$ cat src/rtl/cpu_pkg.sv
// Shared CPU definitions: data width, default PC step, fetch FSM states and fetch-queue entry layout.
package cpu_pkg;

  localparam int unsigned XLEN        = 32;
  localparam int unsigned PC_STEP_DEF = 4;
  localparam int unsigned ENTRY_W     = 2 * XLEN;

  typedef enum logic [1:0] {
    FETCH_IDLE = 2'd0,
    FETCH_REQ  = 2'd1,
    FETCH_WAIT = 2'd2
  } fetch_state_e;

  typedef struct packed {
    logic [XLEN-1:0] pc;
    logic [XLEN-1:0] instr;
  } fetch_entry_t;

endpackage

$ cat src/rtl/ifetch_fifo.sv
// Fetched-instruction queue: power-of-two depth FIFO with synchronous flush.
module ifetch_fifo #(
  parameter int unsigned DEPTH = 2,
  parameter int unsigned WIDTH = 64
) (
  input  logic                       clk,
  input  logic                       rst,
  input  logic                       i_flush,
  input  logic                       i_push,
  input  logic [WIDTH-1:0]           i_data,
  input  logic                       i_pop,
  output logic [WIDTH-1:0]           o_data,
  output logic                       o_empty,
  output logic [$clog2(DEPTH):0]     o_count
);

  localparam int unsigned PTR_W = $clog2(DEPTH);
  localparam int unsigned CNT_W = PTR_W + 1;

  logic [WIDTH-1:0] r_mem [DEPTH];
  logic [PTR_W-1:0] r_wptr;
  logic [PTR_W-1:0] r_rptr;
  logic [CNT_W-1:0] r_count;
  logic             w_pop;

  assign w_pop   = i_pop & ~o_empty;
  assign o_empty = (r_count == '0);
  assign o_count = r_count;
  assign o_data  = r_mem[r_rptr];

  // Storage is cleared on reset so the head word reads as zero while empty.
  always_ff @(posedge clk or posedge rst) begin
    if (rst) begin
      for (int unsigned i = 0; i < DEPTH; i++) r_mem[PTR_W'(i)] <= '0;
      r_wptr  <= '0;
      r_rptr  <= '0;
      r_count <= '0;
    end else if (i_flush) begin
      r_wptr  <= '0;
      r_rptr  <= '0;
      r_count <= '0;
    end else begin
      if (i_push) begin
        r_mem[r_wptr] <= i_data;
        r_wptr        <= r_wptr + PTR_W'(1);
      end
      if (w_pop) r_rptr <= r_rptr + PTR_W'(1);
      if (i_push && !w_pop)      r_count <= r_count + CNT_W'(1);
      else if (!i_push && w_pop) r_count <= r_count - CNT_W'(1);
    end
  end

endmodule

$ cat src/rtl/ifetch_unit.sv
// Instruction fetch: single-outstanding request FSM feeding a queue to decode.
// Optional stall counter port perf_stall_cnt is built when IFETCH_PERF_CNT_EN is defined.
module ifetch_unit
  import cpu_pkg::*;
#(
  parameter int unsigned FIFO_DEPTH = 2,
  parameter int unsigned PC_STEP    = PC_STEP_DEF
) (
  input  logic            clk,
  input  logic            rst,
  input  logic [XLEN-1:0] current_pc,
  output logic [XLEN-1:0] next_pc,
  output logic            imem_req,
  output logic [XLEN-1:0] imem_addr,
  input  logic            imem_gnt,
  input  logic            imem_rvalid,
  input  logic [XLEN-1:0] imem_rdata,
  input  logic            redirect_valid,
  input  logic [XLEN-1:0] redirect_pc,
  output logic            if_valid,
  output logic [XLEN-1:0] if_instr,
  output logic [XLEN-1:0] if_pc,
`ifdef IFETCH_PERF_CNT_EN
  output logic [XLEN-1:0] perf_stall_cnt,
`endif
  input  logic            if_ready
);

  localparam int unsigned CNT_W = $clog2(FIFO_DEPTH) + 1;

  fetch_state_e    r_state;
  fetch_state_e    w_state_nxt;
  logic            r_drop;
  logic            w_drop_nxt;
  logic [XLEN-1:0] r_req_pc;
  logic [XLEN-1:0] w_req_pc_nxt;

  logic             w_push;
  logic             w_pop;
  logic             w_empty;
  logic [CNT_W-1:0] w_count;
  logic [CNT_W-1:0] w_cnt_after_push;
  logic             w_slot_now;
  logic             w_slot_push;
  fetch_entry_t     w_push_data;
  fetch_entry_t     w_head;

  assign imem_addr   = {current_pc[XLEN-1:2], 2'b00};
  assign w_pop       = if_valid & if_ready;
  assign if_valid    = ~w_empty;
  assign if_pc       = w_head.pc;
  assign if_instr    = w_head.instr;
  assign w_push_data = '{pc: r_req_pc, instr: imem_rdata};

  // Slot rule: queued entries plus the in-flight request must stay below depth.
  assign w_cnt_after_push = w_count + CNT_W'(1) - CNT_W'(w_pop);
  assign w_slot_now       = (w_count < CNT_W'(FIFO_DEPTH));
  assign w_slot_push      = (w_cnt_after_push < CNT_W'(FIFO_DEPTH));

  ifetch_fifo #(
    .DEPTH (FIFO_DEPTH),
    .WIDTH (ENTRY_W)
  ) u_fifo (
    .clk     (clk),
    .rst     (rst),
    .i_flush (redirect_valid),
    .i_push  (w_push),
    .i_data  (w_push_data),
    .i_pop   (w_pop),
    .o_data  (w_head),
    .o_empty (w_empty),
    .o_count (w_count)
  );

  always_ff @(posedge clk or posedge rst) begin
    if (rst) begin
      r_state  <= FETCH_IDLE;
      r_drop   <= 1'b0;
      r_req_pc <= '0;
    end else begin
      r_state  <= w_state_nxt;
      r_drop   <= w_drop_nxt;
      r_req_pc <= w_req_pc_nxt;
    end
  end

  // Next state, PC selection and request/push control.
  always_comb begin
    w_state_nxt  = r_state;
    w_drop_nxt   = r_drop;
    w_req_pc_nxt = r_req_pc;
    next_pc      = current_pc;
    imem_req     = 1'b0;
    w_push       = 1'b0;

    case (r_state)
      FETCH_IDLE: begin
        if (!redirect_valid && w_slot_now) w_state_nxt = FETCH_REQ;
      end
      FETCH_REQ: begin
        imem_req = 1'b1;
        if (imem_gnt) begin
          w_req_pc_nxt = current_pc;
          next_pc      = current_pc + XLEN'(PC_STEP);
          w_state_nxt  = FETCH_WAIT;
          if (redirect_valid) w_drop_nxt = 1'b1;
        end else if (redirect_valid) begin
          w_state_nxt = FETCH_IDLE;
        end
      end
      FETCH_WAIT: begin
        if (imem_rvalid) begin
          if (!r_drop && !redirect_valid) begin
            w_push      = 1'b1;
            w_state_nxt = w_slot_push ? FETCH_REQ : FETCH_IDLE;
          end else begin
            // Stale response from a redirected path is discarded.
            w_drop_nxt  = 1'b0;
            w_state_nxt = (!redirect_valid && w_slot_now) ? FETCH_REQ : FETCH_IDLE;
          end
        end else if (redirect_valid) begin
          w_drop_nxt = 1'b1;
        end
      end
      default: w_state_nxt = FETCH_IDLE;
    endcase

    if (redirect_valid) next_pc = redirect_pc;
  end

`ifdef IFETCH_PERF_CNT_EN
  logic [XLEN-1:0] r_stall_cnt;

  // Cycles with nothing to offer decode, saturating.
  always_ff @(posedge clk or posedge rst) begin
    if (rst) begin
      r_stall_cnt <= '0;
    end else if (!if_valid && (r_stall_cnt != '1)) begin
      r_stall_cnt <= r_stall_cnt + XLEN'(1);
    end
  end

  assign perf_stall_cnt = r_stall_cnt;
`endif

endmodule

$ cat config.mk
export PLATFORM = sky130hd
export DESIGN_NAME = ifetch_unit
export DESIGN_NICKNAME = d
export VERILOG_FILES = /design/src/rtl/cpu_pkg.sv /design/src/rtl/ifetch_fifo.sv /design/src/rtl/ifetch_unit.sv
export SDC_FILE = /design/constraint.sdc
export NUM_CORES = 1
export LEC_CHECK = 0
export ABC_AREA = 1
export ABC_CLOCK_PERIOD_IN_PS = 10850
export CAP_MARGIN = 20
export CORE_MARGIN = 1
export CORE_UTILIZATION = 37
export DETAILED_ROUTE_END_ITERATION = 12
export PLACE_DENSITY = 0.64
export SLEW_MARGIN = 20
export SYNTH_ARGS = -nofsm -noshare
export SYNTH_HDL_FRONTEND = slang
export SYNTH_SLANG_ARGS = --single-unit
$ cat constraint.sdc
create_clock -name clk -period 10.85 [get_ports clk]
set_input_delay 1.085 -clock clk [delete_from_list [all_inputs] [get_ports clk]]
set_output_delay 1.085 -clock clk [all_outputs]
set_load 0.01 [all_outputs]
==> results.md, run 1 <==
* Status: completed
* CTS Buf Count at 17
* Buffers on Ports at 229
* Final min period at 4684 ps
* Compound-Gate Fraction of Synth Area at 0.1088
* CP endpoint kind: primary output
* Int Power at 0.001543 W
* Max FO, Critical Path at 71
* IO Pins at 232
* Post-synthesis xor/xnor area fraction at 0.002018
* Max_slew headroom at 0.3337
* Flops & latches, synth at 167
* RSZ-0062 raised after global routing: no
* Root Driver: clkbuf_16
* Yosys top cell by area: dfrtp_1
* WL final at 22.60 mm
* Yosys cell types at 33
* GPL Wtd Cong at 0.9227
* Mean post-synth cell area at 7.406 um^2
* Post-synth EDFFs at 0
* Cts hold-fix bufs at 0
* Multiplexer share of the synthesized area at 0
* Wire length of the first global-routing pass at 36.93 mm
* Fin. max-slew vios at 0
* Synthesized area at 8680 um^2
* Post-CTS Setup Repair Bufs at 0
* # resized after CTS at 0
* Final net count at 1443
* Area Growth Syn to Fin at 31.82%
* CTS tree: built
* P_sw at 0.0008176 W
* Setup slack after layout at 6166 ps
* Share of the synthesized area in the top cell type at 0.4815
* Final hold vios at 0
* Largest net degree at the start of global routing at 105
* Gr usage total at 0.1943
* Maximum clock rate at 213.5 MHz
* Cell Pwr Density at 206.3 nW/um^2
* TritonCTS Sinks at 167
* Leak pwr at 5.519 nW
* Die Y at 155.2 um
* Sequential share of the synthesized area at 0.4815
* N_diodes at 0
* Gr ovfl total at 0
* Final ANT Viol Nets at 0
* Hpwl dp at 15.19 mm
* Register share of total power at 0.386
* DR pass1 iterations at 5
* Startpoint types: primary input
* Clock slew seen by the registers of the worst setup and hold paths at 60 ps
* Clk network pwr share at 0.247
* Max Cap Violations at 0
* Finished Layout Cells at 1665
* Tightest Hold Check Type: register to register
* Max Clock Skew at 8.551 ps
* Largest family of logic cells by synthesized area: simple AND/OR/NAND/NOR gates
* Critical path class: primary input to primary output
* Top post-synthesis cells by count: 487 x nand2_1, 167 x dfrtp_1, 128 x o21ai_1
* H-tree level count at 4
* Top cells by area, synth: dfrtp_1 48%, nand2_1 21%, o21ai_1 7.4%, inv_1 4.7%, buf_4 3.5%
* Most frequent cell after synthesis: nand2_1
* Max rail drop VDD at 0.09819 mV
* Reg2reg setup slack at 8630 ps
* Vias after detailed routing at 7726
* Drt via density at 4.640
* Yosys warnings at 0
* Routed length per instance at 13.57 um
* Num rows at 55
* Ratio of cells with drive above 1 in the final layout at 0.05251
* Asr flop ratio synth at 1.000
* Die W at 155.2 um
* Post-Synth Simple-Gate Area at 0.2908
* Initial drt markers at 442
* Switching part of the total at 0.3463
* Pre-CTS setup slack at 6154 ps
* Worst-Margin Slew at 999.4 ps
* Core area at 22850 um^2
* Die area at 24070 um^2
* Fin Setup TNS at 0 ps
* Clock Path Buffers at 2
* Initial Utilization at 0.3799
* Final setup viols at 0
* Period utilization at 0.4317
* Post-Syn Instances at 1172
* Initial antenna violation count at 0
* Clock latency on the worst-skew pair at 420 ps
* DRC Markers at 0
* Vias in the first global route at 7169
* Primary FF master, synth: dfrtp_1
* Cell count after placement at 1633
* Data arrival time of the critical path at 3600 ps
* Req. time, crit path at 9770 ps
* Comb pwr share at 0.367
* Adder-cell share of the synthesized area at 0.002883
state kept, by name, summed over array words and instances (netlist names):
register / cells
u_fifo.r_mem: 128
r_req_pc: 32
r_state: 2
u_fifo.o_count: 2
r_drop: 1
u_fifo.r_rptr: 1
u_fifo.r_wptr: 1
power by group through the flow:
stage          Sequential [W]  Clock (W)  Combinational [W]
6_report             0.000911   0.000583           0.000867
3_5_place_dp         0.000920          0           0.000879
3_3_place_gp         0.000915          0           0.000870
4_1_cts              0.000910   0.000599           0.000883
5_1_grt              0.000935   0.000627           0.000977
2_1_floorplan        0.000903          0           0.000496
placed cells by master, fill, tap and decap left out, types with 3 or more instances in the layout:
cell	netlist	final
a21oi_1	4	4
buf_4	40	6
clkbuf_16	0	17
clkdlybuf4s50_1	0	229
clkinv_4	0	3
dfrtp_1	167	166
inv_1	108	106
inv_2	5	6
inv_6	0	5
nand2_1	487	486
nand2_2	4	3
nand2_4	2	4
nand3_1	52	52
nand4_1	13	13
nor2_1	34	34
nor2_2	4	4
nor2_4	7	7
o21ai_0	48	48
o21ai_1	128	128
or2_2	5	5
metrics by stage:
stage,hold slack [ps],power (W),util,cell area [um^2]
6_report,485.0,0.002361,0.5008,11440
3_5_place_dp,474.0,0.001799,0.4759,10870
2_1_floorplan,453.4,0.001400,-,8683
4_1_cts,490.2,0.002392,0.5008,11440
3_3_place_gp,468.5,0.001785,0.4759,10870
5_1_grt,506.4,0.002540,0.5008,11440
critical path, cell delays in order:
cell and delay (ps):
clkdlybuf4s50_1 570, inv_2 100, nor2_8 630, nand2_4 110, nor2_4 170, o21ai_0 90, o21ai_0 240, clkdlybuf4s50_1 580
per-layer routing:
metal	GRT usage	wire [um]	up-vias
met1	0.2737	10920	3490
met5	0	0	-
met4	0.06648	396	0
met2	0.3003	10030	247
li1	-	-	3966
met3	0.03510	1252	23
layout make-up:
class	instances	area, um^2
multi-input combinational	804	3531
clock buffer	18	429.2
tap	313	391.6
inverter	114	432.9
fill	2287	11410
sequential	167	4180
clock inverter	14	138.9
timing repair buffer	235	2337
logic make-up after synthesis:
family,count (synthesis)
simple gates,612
buf+inv,202
compound gates,186
flops,167
xor+xnor,2
fa+ha+maj,2
other cells,1
path summary, 6_finish.rpt:
| path | start | endpoint | depth (start not counted) |
|---|---|---|---|
| setup / recovery | imem_gnt | next_pc[14] | 8 |
| hold / removal | u_fifo.r_mem[118] | u_fifo.r_mem[118] | 2 |
| hold reg to reg | u_fifo.r_mem[118] | u_fifo.r_mem[118] | 2 |
| setup reg to reg | r_state[1] | u_fifo.r_mem[92] | 8 |
| max in group asynchronous | rst | u_fifo.r_rptr | 3 |
| min in group asynchronous | rst | u_fifo.r_mem[78] | 2 |
Power figures use the tool's default switching activity.
==> inputs of run 2 (changes only) <==
ABC_CLOCK_PERIOD_IN_PS = 4700   (was 10850)
clock period = 4.7 ns   (was 10.85 ns; I/O delays follow)
==> run 2 against run 1 <==
Sequential power is 130% higher. Flip-flop and latch count did not move. Worst setup slack worse by 4700 ps. Clock power increased by 140%. Final area is 0.56% higher. Critical path depth is 3 higher.
==> results.md, run 2 (synthesis results as in run 1) <==
* Data arrival time of the critical path at 2740 ps
* Register share of total power at 0.382
* Buffers on Ports at 229
* Reg2reg end: u_fifo.r_mem[12]
* Final setup viols at 0
* Reg2reg setup slack at 2490 ps
* Final min period at 3211 ps
* Worst reg-to-reg path cell count at 8
* Worst path most repeated cell: nand2_1
* Commonest non-fill, non-tap cells in the layout: 486 x nand2_1, 229 x clkdlybuf4s50_1, 166 x dfrtp_1
* CTS Buf Count at 17
* Worst-Margin Slew at 906.0 ps
* Critical Path, Cell by Cell: clkdlybuf4s50_1 -> ha_1 -> inv_1 -> nor2_2 -> nand3_1 -> nor2_1 -> nand2_1 -> nand2_1 -> nand3_1 -> nand2_1 -> clkdlybuf4s50_1
* Final ANT Viol Nets at 0
* Fin. max-slew vios at 0
* Clk network pwr share at 0.253
* IO Pins at 232
* Vias in the first global route at 7243
* Initial antenna violation count at 0
* Die W at 155.2 um
* Maximum clock rate at 311.5 MHz
* Root Driver: clkbuf_16
* Critical path class: primary input to primary output
* Hpwl dp at 15.79 mm
* P_sw at 0.001929 W
* Max Clock Skew at 11.11 ps
* # resized after CTS at 0
* Die Y at 155.2 um
* Num rows at 55
* Final net count at 1447
* GPL Wtd Cong at 0.8622
* Wire length of the first global-routing pass at 36.78 mm
* Core area at 22850 um^2
* Clock latency on the worst-skew pair at 420 ps
* Vias after detailed routing at 7693
* Clock Path Buffers at 2
* CTS tree: built
* Area Growth Syn to Fin at 32.55%
* Switching part of the total at 0.3498
* Max_slew headroom at 0.3960
* N_diodes at 0
* H-tree level count at 4
* Startpoint types: primary input
* Die area at 24070 um^2
* Biggest register: u_fifo.r_mem
* Fin Hold WS at 289.1 ps
* Fin Setup TNS at 0 ps
* Largest net degree at the start of global routing at 87
* Routed length per instance at 13.50 um
* Status: completed
* Initial Utilization at 0.3799
* Slowest cell on the critical path: clkdlybuf4s50_1
* Post-CTS Setup Repair Bufs at 0
* Leading cell type in the layout, fill and taps excluded: nand2_1
* RR Startpoint: r_state[1]
* DR pass1 iterations at 5
* DRC Markers at 0
* Ratio of cells with drive above 1 in the final layout at 0.05605
* Drt via density at 4.609
* Cell Pwr Density at 479.2 nW/um^2
* TritonCTS Sinks at 167
* Cts hold-fix bufs at 0
* Clock slew seen by the registers of the worst setup and hold paths at 70 ps
* Tightest Hold Check Type: primary input to async pin
* Comb pwr share at 0.365
* Max rail drop VDD at 0.2242 mV
* Final hold vios at 0
* Max reg flops at 128
* CP endpoint kind: primary output
* Top flop regs: u_fifo.r_mem: 128 flops, r_req_pc: 32 flops
* Max FO, Critical Path at 5
* CP peak stage delay at 570 ps
* Initial drt markers at 447
* Gr usage total at 0.1933
* Gr ovfl total at 0
* RSZ-0062 raised after global routing: no
* Max Cap Violations at 0
* WL final at 22.54 mm
* Leak pwr at 5.554 nW
* Period utilization at 0.6831
* Req. time, crit path at 4230 ps
* Int Power at 0.003585 W
-- run 2: changes by cell type in the layout (fill, tap and decap cells not counted), sizes merged --
cell and delta:
clkbuf -1, buf +4, inv +1
-- run 2: how the worst max path moves through the flow --
| stage | start | endpoint | cells after the start |
|---|---|---|---|
| 5_1_grt | current_pc[5] | next_pc[29] | 10 |
| 3_5_place_dp | current_pc[2] | next_pc[30] | 11 |
| 3_3_place_gp | current_pc[2] | next_pc[30] | 11 |
| 4_1_cts | current_pc[2] | next_pc[30] | 11 |
| 6_report | current_pc[3] | next_pc[30] | 11 |
| 2_1_floorplan | rst | r_drop | 1 |
-- run 2: power groups by stage --
| stage | sequential [W] | combinational, W | clock [W] |
|---|---|---|---|
| floorplan | 0.00209 | 0.00115 | 0 |
| global placement | 0.00211 | 0.00202 | 0 |
| detailed placement | 0.00213 | 0.00204 | 0 |
| CTS | 0.00211 | 0.00205 | 0.00145 |
| global route | 0.00216 | 0.00226 | 0.00150 |
| finish | 0.00211 | 0.00201 | 0.00139 |
-- run 2: cell type report --
cell class              instances  area [um^2]
multi-input cells             804         3531
clock inverters                15        177.7
flip-flops and latches        167         4180
inverters                     114        431.7
repair buffers                239         2367
clock buffers                  17        425.4
well taps                     313        391.6
fillers                      2307        11340
-- run 2: critical path, delay by kind of cell --
| family | cells | cell delay (ps) |
|---|---|---|
| and+or+nand+nor | 7 | 890 |
| adders and majority gates | 1 | 200 |
| buffers and inverters | 3 | 1160 |
-- run 2: per-layer routing --
metal	global-route usage	share of wire	up-vias
met5	0	0	-
met4	0.06271	0.013	0
met3	0.03705	0.055	15
met2	0.3087	0.45	247
met1	0.2640	0.48	3445
li1	-	-	3986
-- run 2: through the flow --
| step | std cells | util | setup WS (ps) | total power [W] | area (um^2) |
|---|---|---|---|---|---|
| after floorplan | 1173 | - | 2103 | 0.003232 | 8687 |
| after global placement | 1637 | 0.4772 | 1518 | 0.004129 | 10900 |
| after detailed placement | 1637 | 0.4772 | 1481 | 0.004168 | 10900 |
| after CTS | 1669 | 0.5036 | 1467 | 0.005599 | 11500 |
| after global routing | 1669 | 0.5036 | 1299 | 0.005924 | 11500 |
| final | 1669 | 0.5036 | 1489 | 0.005513 | 11500 |
